===== src/rtl/spi_slave.sv =====
// -----------------------------------------------------------------------------
// spi_slave
// Bus-mapped SPI mode-0 responder. All SPI pins are oversampled by clk_i,
// so the block is fully synchronous. The CPU preloads reply bytes through
// TX_BYTE and drains received bytes through RX_BYTE on the shared
// address/data/rd_wr register bus.
//
// Ports:
//   clk_i          system clock (only clock)
//   reset_ni       asynchronous active-low reset
//   address_i      register address
//   data_i         write data
//   data_o         read data, registered (0 for unmapped / write-only reads)
//   rd_wr_i        1 = write, 0 = read
//   spi_clk_i      SCLK from master
//   spi_mosi_i     master-out data
//   spi_sync_ni    active-low frame select
//   spi_miso_o     slave-out data, registered
//   spi_miso_oe_o  MISO output enable, high only while selected
//
// Register window (offset * Address_Wording from BaseAddress):
//   +0 TX_BYTE  (W)  shift a byte into the reply word for the next frame
//   +1 RX_BYTE  (R)  pop the most significant received byte, clears rx_valid
//   +2 STATUS   (R)  {4'b0, frame_error, overrun, rx_valid, busy}
//   +3 CLEAR    (W)  bit2 clears overrun, bit3 clears frame_error
// -----------------------------------------------------------------------------
module spi_slave #(
  parameter int BaseAddress         = 0,
  parameter int BytesPerTransaction = 1,
  parameter int FPGAClkSpeed        = 50000000,
  parameter int SPIClkSpeed         = 1000,
  parameter int address_width       = 16,
  parameter int data_width          = 8,
  parameter int Address_Wording     = 1
) (
  input  logic                     clk_i,
  input  logic                     reset_ni,
  input  logic [address_width-1:0] address_i,
  input  logic [data_width-1:0]    data_i,
  output logic [data_width-1:0]    data_o,
  input  logic                     rd_wr_i,
  input  logic                     spi_clk_i,
  input  logic                     spi_mosi_i,
  input  logic                     spi_sync_ni,
  output logic                     spi_miso_o,
  output logic                     spi_miso_oe_o
);

  localparam int W  = BytesPerTransaction * 8;
  localparam int CW = $clog2(W + 1);
  localparam logic [CW-1:0] BITS_FULL = CW'(W);

  localparam logic [address_width-1:0] ADDR_TX  = address_width'(BaseAddress);
  localparam logic [address_width-1:0] ADDR_RX  = address_width'(BaseAddress + Address_Wording);
  localparam logic [address_width-1:0] ADDR_ST  = address_width'(BaseAddress + 2 * Address_Wording);
  localparam logic [address_width-1:0] ADDR_CLR = address_width'(BaseAddress + 3 * Address_Wording);

  // Parameter sanity: the oversampling pipeline needs a fast enough clk_i.
  generate
    if (FPGAClkSpeed < 8 * SPIClkSpeed) begin : g_clk_ratio_check
      $error("spi_slave: FPGAClkSpeed must be at least 8*SPIClkSpeed");
    end
    if ((BytesPerTransaction < 1) || (BytesPerTransaction > 16)) begin : g_bytes_check
      $error("spi_slave: BytesPerTransaction must be within 1..16");
    end
    if (data_width < 8) begin : g_width_check
      $error("spi_slave: data_width must be at least 8");
    end
  endgenerate

  typedef enum logic [1:0] {
    S_IDLE       = 2'd0,
    S_ACTIVE     = 2'd1,
    S_DONE       = 2'd2,
    S_WAIT_DESEL = 2'd3
  } state_t;

  state_t state_r;
  state_t next_state_s;

  // Synchroniser / edge-history registers
  logic       sclk_meta_r, sclk_sync_r, sclk_prev_r;
  logic       sync_meta_r, sync_sync_r, sync_prev_r;
  logic       mosi_meta_r, mosi_sync_r;
  logic [1:0] prime_r;
  logic       armed_r;

  // Frame datapath
  logic [W-1:0]  tx_shift_r;
  logic [W-1:0]  rx_shift_r;
  logic [CW-1:0] bit_cnt_r;
  logic          miso_r;
  logic          miso_oe_r;

  // CPU-visible state
  logic [W-1:0]          tx_data_r;
  logic [W-1:0]          rx_copy_r;
  logic                  rx_valid_r;
  logic                  overrun_r;
  logic                  frame_error_r;
  logic [data_width-1:0] data_r;
  logic [data_width-1:0] rd_data_s;

  // Decoded events
  logic       sclk_rise_s, sclk_fall_s, sync_fall_s, sync_high_s;
  logic       wr_tx_s, rd_rx_s, rd_st_s, wr_clr_s;
  logic       done_s, abort_s, busy_s, frame_full_s;
  logic [7:0] status_s;

  // Two-stage synchronisers plus one edge-history register per SPI pin.
  // prime_r/armed_r make sure a falling sync edge is only accepted after sync
  // has really been seen high, so a frame already running at reset release
  // is never joined halfway.
  always_ff @(posedge clk_i or negedge reset_ni) begin
    if (!reset_ni) begin
      sclk_meta_r <= 1'b0;
      sclk_sync_r <= 1'b0;
      sclk_prev_r <= 1'b0;
      sync_meta_r <= 1'b1;
      sync_sync_r <= 1'b1;
      sync_prev_r <= 1'b1;
      mosi_meta_r <= 1'b0;
      mosi_sync_r <= 1'b0;
      prime_r     <= 2'b00;
      armed_r     <= 1'b0;
    end else begin
      sclk_meta_r <= spi_clk_i;
      sclk_sync_r <= sclk_meta_r;
      sclk_prev_r <= sclk_sync_r;
      sync_meta_r <= spi_sync_ni;
      sync_sync_r <= sync_meta_r;
      sync_prev_r <= sync_sync_r;
      mosi_meta_r <= spi_mosi_i;
      mosi_sync_r <= mosi_meta_r;
      prime_r     <= {prime_r[0], 1'b1};
      armed_r     <= armed_r | (prime_r[1] & sync_sync_r);
    end
  end

  assign sclk_rise_s  = sclk_sync_r & ~sclk_prev_r;
  assign sclk_fall_s  = ~sclk_sync_r & sclk_prev_r;
  assign sync_fall_s  = armed_r & sync_prev_r & ~sync_sync_r;
  assign sync_high_s  = sync_sync_r;
  assign frame_full_s = (bit_cnt_r == BITS_FULL);

  assign wr_tx_s  = rd_wr_i  && (address_i == ADDR_TX);
  assign rd_rx_s  = !rd_wr_i && (address_i == ADDR_RX);
  assign rd_st_s  = !rd_wr_i && (address_i == ADDR_ST);
  assign wr_clr_s = rd_wr_i  && (address_i == ADDR_CLR);

  assign busy_s   = (state_r != S_IDLE);
  assign done_s   = (state_r == S_DONE);
  assign abort_s  = (state_r == S_ACTIVE) && (next_state_s == S_IDLE);
  assign status_s = {4'b0000, frame_error_r, overrun_r, rx_valid_r, busy_s};

  // Frame state register.
  always_ff @(posedge clk_i or negedge reset_ni) begin
    if (!reset_ni) begin
      state_r <= S_IDLE;
    end else begin
      state_r <= next_state_s;
    end
  end

  // Next-state logic; an early deselect aborts, a full frame completes once SCLK is low.
  always_comb begin
    next_state_s = state_r;
    case (state_r)
      S_IDLE: begin
        if (sync_fall_s) begin
          next_state_s = S_ACTIVE;
        end else begin
          next_state_s = S_IDLE;
        end
      end
      S_ACTIVE: begin
        if (!frame_full_s && sync_high_s) begin
          next_state_s = S_IDLE;
        end else if (frame_full_s && !sclk_sync_r) begin
          next_state_s = S_DONE;
        end else begin
          next_state_s = S_ACTIVE;
        end
      end
      S_DONE: begin
        next_state_s = S_WAIT_DESEL;
      end
      S_WAIT_DESEL: begin
        if (sync_high_s) begin
          next_state_s = S_IDLE;
        end else begin
          next_state_s = S_WAIT_DESEL;
        end
      end
      default: begin
        next_state_s = S_IDLE;
      end
    endcase
  end

  // Shift registers, bit counter and MISO drive for the running frame.
  always_ff @(posedge clk_i or negedge reset_ni) begin
    if (!reset_ni) begin
      tx_shift_r <= {W{1'b0}};
      rx_shift_r <= {W{1'b0}};
      bit_cnt_r  <= {CW{1'b0}};
      miso_r     <= 1'b0;
      miso_oe_r  <= 1'b0;
    end else begin
      miso_oe_r <= (next_state_s != S_IDLE);
      case (state_r)
        S_IDLE: begin
          bit_cnt_r <= {CW{1'b0}};
          if (sync_fall_s) begin
            tx_shift_r <= tx_data_r;
            miso_r     <= tx_data_r[W-1];
          end
        end
        S_ACTIVE: begin
          // Extra edges past the last bit are ignored so the counter cannot wrap.
          if (sclk_rise_s && !frame_full_s) begin
            rx_shift_r <= {rx_shift_r[W-2:0], mosi_sync_r};
            bit_cnt_r  <= bit_cnt_r + CW'(1);
          end else if (sclk_fall_s && !frame_full_s) begin
            tx_shift_r <= {tx_shift_r[W-2:0], 1'b0};
            miso_r     <= tx_shift_r[W-2];
          end
        end
        S_WAIT_DESEL: begin
          if (sync_high_s) begin
            miso_r <= 1'b0;
          end
        end
        default: begin
        end
      endcase
    end
  end

  // CPU-visible registers; a completing frame and a TX write in the same
  // cycle leave the written byte in tx_data, and a completing frame beats an
  // RX read (the read sees the old byte and does not flag overrun).
  always_ff @(posedge clk_i or negedge reset_ni) begin
    if (!reset_ni) begin
      tx_data_r     <= {W{1'b0}};
      rx_copy_r     <= {W{1'b0}};
      rx_valid_r    <= 1'b0;
      overrun_r     <= 1'b0;
      frame_error_r <= 1'b0;
    end else begin
      if (wr_tx_s) begin
        tx_data_r <= (tx_data_r << 8) | W'(data_i[7:0]);
      end else if (done_s) begin
        tx_data_r <= {W{1'b0}};
      end

      if (done_s) begin
        rx_copy_r  <= rx_shift_r;
        rx_valid_r <= 1'b1;
      end else if (rd_rx_s) begin
        rx_copy_r  <= rx_copy_r << 8;
        rx_valid_r <= 1'b0;
      end

      if (done_s && rx_valid_r && !rd_rx_s) begin
        overrun_r <= 1'b1;
      end else if (wr_clr_s && data_i[2]) begin
        overrun_r <= 1'b0;
      end

      if (abort_s) begin
        frame_error_r <= 1'b1;
      end else if (wr_clr_s && data_i[3]) begin
        frame_error_r <= 1'b0;
      end
    end
  end

  // Read-data mux; unmapped addresses and write-only registers read as zero.
  always_comb begin
    rd_data_s = {data_width{1'b0}};
    if (rd_rx_s) begin
      rd_data_s = data_width'(rx_copy_r[W-1 -: 8]);
    end else if (rd_st_s) begin
      rd_data_s = data_width'(status_s);
    end else begin
      rd_data_s = {data_width{1'b0}};
    end
  end

  // Registered read data.
  always_ff @(posedge clk_i or negedge reset_ni) begin
    if (!reset_ni) begin
      data_r <= {data_width{1'b0}};
    end else begin
      data_r <= rd_data_s;
    end
  end

  assign data_o        = data_r;
  assign spi_miso_o    = miso_r;
  assign spi_miso_oe_o = miso_oe_r;

endmodule


===== config.mk =====
export PLATFORM = sky130hd
export DESIGN_NAME = spi_slave
export DESIGN_NICKNAME = d
export VERILOG_FILES = /design/src/rtl/spi_slave.sv
export SDC_FILE = /design/constraint.sdc
export NUM_CORES = 1
export LEC_CHECK = 0
export CAP_MARGIN = 20
export CELL_PAD_IN_SITES_DETAIL_PLACEMENT = 1
export CELL_PAD_IN_SITES_GLOBAL_PLACEMENT = 2
export CORE_MARGIN = 10
export CORE_UTILIZATION = 35
export CTS_BUF_LIST = sky130_fd_sc_hd__clkbuf_4 sky130_fd_sc_hd__clkbuf_8 sky130_fd_sc_hd__clkbuf_16
export DETAILED_ROUTE_END_ITERATION = 12
export MAX_ROUTING_LAYER = met4
export PLACE_DENSITY = 0.73
export REMOVE_ABC_BUFFERS = 1
export SLEW_MARGIN = 40
export SYNTH_ARGS = -nofsm -noshare
export SYNTH_HDL_FRONTEND = slang
export SYNTH_SLANG_ARGS = --single-unit
export TNS_END_PERCENT = 5

===== constraint.sdc =====
create_clock -name clk_i -period 1.9 [get_ports clk_i]
set_input_delay 0.285 -clock clk_i [delete_from_list [all_inputs] [get_ports clk_i]]
set_output_delay 0.285 -clock clk_i [all_outputs]
set_load 0.005 [all_outputs]

==> metrics <==
period utilization=89.1%; area grow syn2layout=30.7%; clk_lat worst skew=0.34 ns; Die Height=107 µm; mux contribution to synthesized area=9.15%; Primary FF master, synth=dfrtp_1; critical path's slowest cell=clkdlybuf4s50_1; CTS buffer count=9; Syn Area/Cell=between 10 and 15 µm²; crit-path cells=clkdlybuf4s50_1 > nor4_4 > nand4_1 > nor4b_2 > buf_4 > mux2i_1; Compound-Gate Fraction of Synth Area=10.8%; Crit path buffers/inverters=2; CTS tree=built; Data arrival, critical path=1.94 ns; xor/xnor share of the synthesized area=0.334%; area of the multi-input gates=approximately 980 µm²; synthesized cell area=0.00263 mm²; share of cells above drive strength 1=20.8%; synth top area cells=dfrtp_1 (55%), mux2i_1 (5.7%), nand2_1 (5.1%); # rows=31; sum of negative setup slack=0 ns; I/O pins=40; Root Buffer=clkbuf_8; core area=about 0.0073 mm²; largest vdd supply drop=0.406 mV; Fillers=a little over 800; first-pass GRT wire length=just under 10000 µm; P_leak=roughly 0.0015 µW; Distinct cells, synth=41; RePlAce Congestion=about 0.7; total track usage=between 10% and 20%; fin crit period=1.69 ns; DR pass1 iterations=4; via count=1770; # clock sinks=61; Post-Synth Simple-Gate Area=16.0%; data required time at the worst endpoint=about 2.2 ns; Post-CTS Resized=0; critical path fanouts, max=8; Vias per Instance=4.68; clk slew on worst S/H paths=0.06 ns; crit path launch type=primary input; Post-synth ARST share=100%; Min-Delay Path Class=flip-flop to flip-flop; Initial Util=36.0%; Yosys top cell by area=dfrtp_1; Fmax=around 0.6 GHz; WL/cell=15.2 µm; Max Slew Vio Count=0; unrepaired setup endpoints after global routing=false; FF/Latch Area=approximately 0.0015 mm²; sequential fraction of the synthesis area=58.3%; Layout Skew=between 0.007 and 0.008 ns; Worst path max stage delay=0.44 ns; largest net degree at the start of global routing=62; Synth Area in Adders=less than 1%; input/output buffers=39; Yosys reg bits=slightly above 60; top post-synthesis cells by count=dfrtp_1 (58), nand2_1 (36), inv_1 (15), mux2i_1 (15), o21ai_2 (9); die width=107 µm; CP top delay family=simple AND/OR/NAND/NOR gates; DP HPWL=4010 µm; maximum clock insertion buffer count=2; EDFF count, synth=0; Antenna Diode Count=0; Critical Path End Type=flip-flop; DRT antenna net count=0; Synth top area share=55.3%; Final Setup Violations=0; First DRT Iteration DRCs=48; die area=0.0114 mm²; fin nets=306; final WL=5750 µm; CP Class=primary input to flip-flop; top-count cell post-synth=dfrtp_1; initial antenna violation count=0; PD cells=890 mW/mm²; H-tree levels=3; Syn Inst Count=between 200 and 250; # DRC=0; yosys warns=0; GRT Residual Overflow=0; post-layout util=about 47%; Max-cap violations=0; status=complete, no violations; largest family of logic cells by synthesized area=simple AND/OR/NAND/NOR gates; vias in the first global route=between 1500 and 2000; Final Hold Vio Count=0
==> layout make-up <==
type	instances	share of cell area, %
Clock inverter	3	1.24
Clock buffer	13	5.03
Timing Repair Buffer	54	15.3
Tap cell	99	3.61
Sequential cell	61	44.6
Inverter	15	1.64
Multi-Input combinational cell	133	28.6
==> worst paths after layout <==
check / cells past startpoint / slack, ns / to / start
max in group asynchronous: 3 / 1.10 / sync_meta_r / reset_ni
worst min-delay path: 0 / 0.35 / mosi_sync_r / mosi_meta_r
min in group asynchronous: 3 / 0.48 / tx_data_r[5] / reset_ni
worst min register to register: 0 / 0.35 / mosi_sync_r / mosi_meta_r
worst max register to register: 5 / 0.22 / rx_shift_r[6] / bit_cnt_r[0]
worst max-delay path: 6 / 0.21 / tx_data_r[1] / address_i[3]
==> registers in the layout (all words and copies together), names as in the netlist, 2 cells and up <==
signal and flops:
rx_copy_r 8, state_r 2, tx_shift_r 7, prime_r 2
data_o 8, tx_data_r 8, rx_shift_r 8, bit_cnt_r 4
==> cell families after synthesis <==
kind of cell | count (synthesis)
and+or+nand+nor | 68
DFF | 61
AOI/OAI and AO/OA | 38
muxes | 23
buffers and inverters | 23
adders and majority gates | 2
other | 1
xor gates and xnor gates | 1
==> cell usage in the layout, fill, tap and decap left out, types with 4 or more instances in the layout <==
cell type / synthesis / layout
o21ai_0: 8 / 8
mux2i_1: 15 / 15
a22o_1: 4 / 4
and2_1: 4 / 4
clkdlybuf4s50_1: 0 / 38
o21ai_1: 6 / 6
o21ai_2: 9 / 9
dfrtp_1: 58 / 58
mux2_2: 5 / 5
buf_4: 1 / 12
clkbuf_8: 0 / 12
nand2_1: 36 / 36
nand3_1: 8 / 8
inv_1: 15 / 15
==> per-layer routing <==
metal  global-route usage (%)  routed length [µm]  share of wire, %
met1                     13.2                2590                45
met2                     17.3                2930                51
met3                     2.69                 116               2.0
met4                     5.80                 114               2.0
met5                        -                   0                 0
==> worst reg2reg max path: stages, from the launching register on <==
cell and delay (ns):
dfrtp_1 0.40, inv_1 0.06, ha_1 0.21, nand3b_2 0.19
nand4b_4 0.29, mux2_1 0.40
==> per-stage QoR <==
stage	instances	total power (µW)	worst slack [ns]	hold slack [ns]	cell area (µm²)
after floorplan	209	1670	0.0809	-0.0106	2570
after global placement	361	1860	-0.0369	0.324	3210
after detailed placement	361	1870	-0.178	0.318	3210
after CTS	378	3110	0.165	0.335	3430
after global routing	378	3220	0.0718	0.351	3430
final	378	3060	0.206	0.351	3430
==> where the power goes <==
part | internal, µW | switching [µW]
clock | 726 | 494
sequential | 1420 | 72.9
combinational | 191 | 151
total | 2340 | 718
==> repair_timing <==
item / CTS / global route
buffers inserted: 0 / 0
hold buffers: 1 / 0
hold endpoints to repair: 58 / 0
Power figures use the tool's default switching activity.
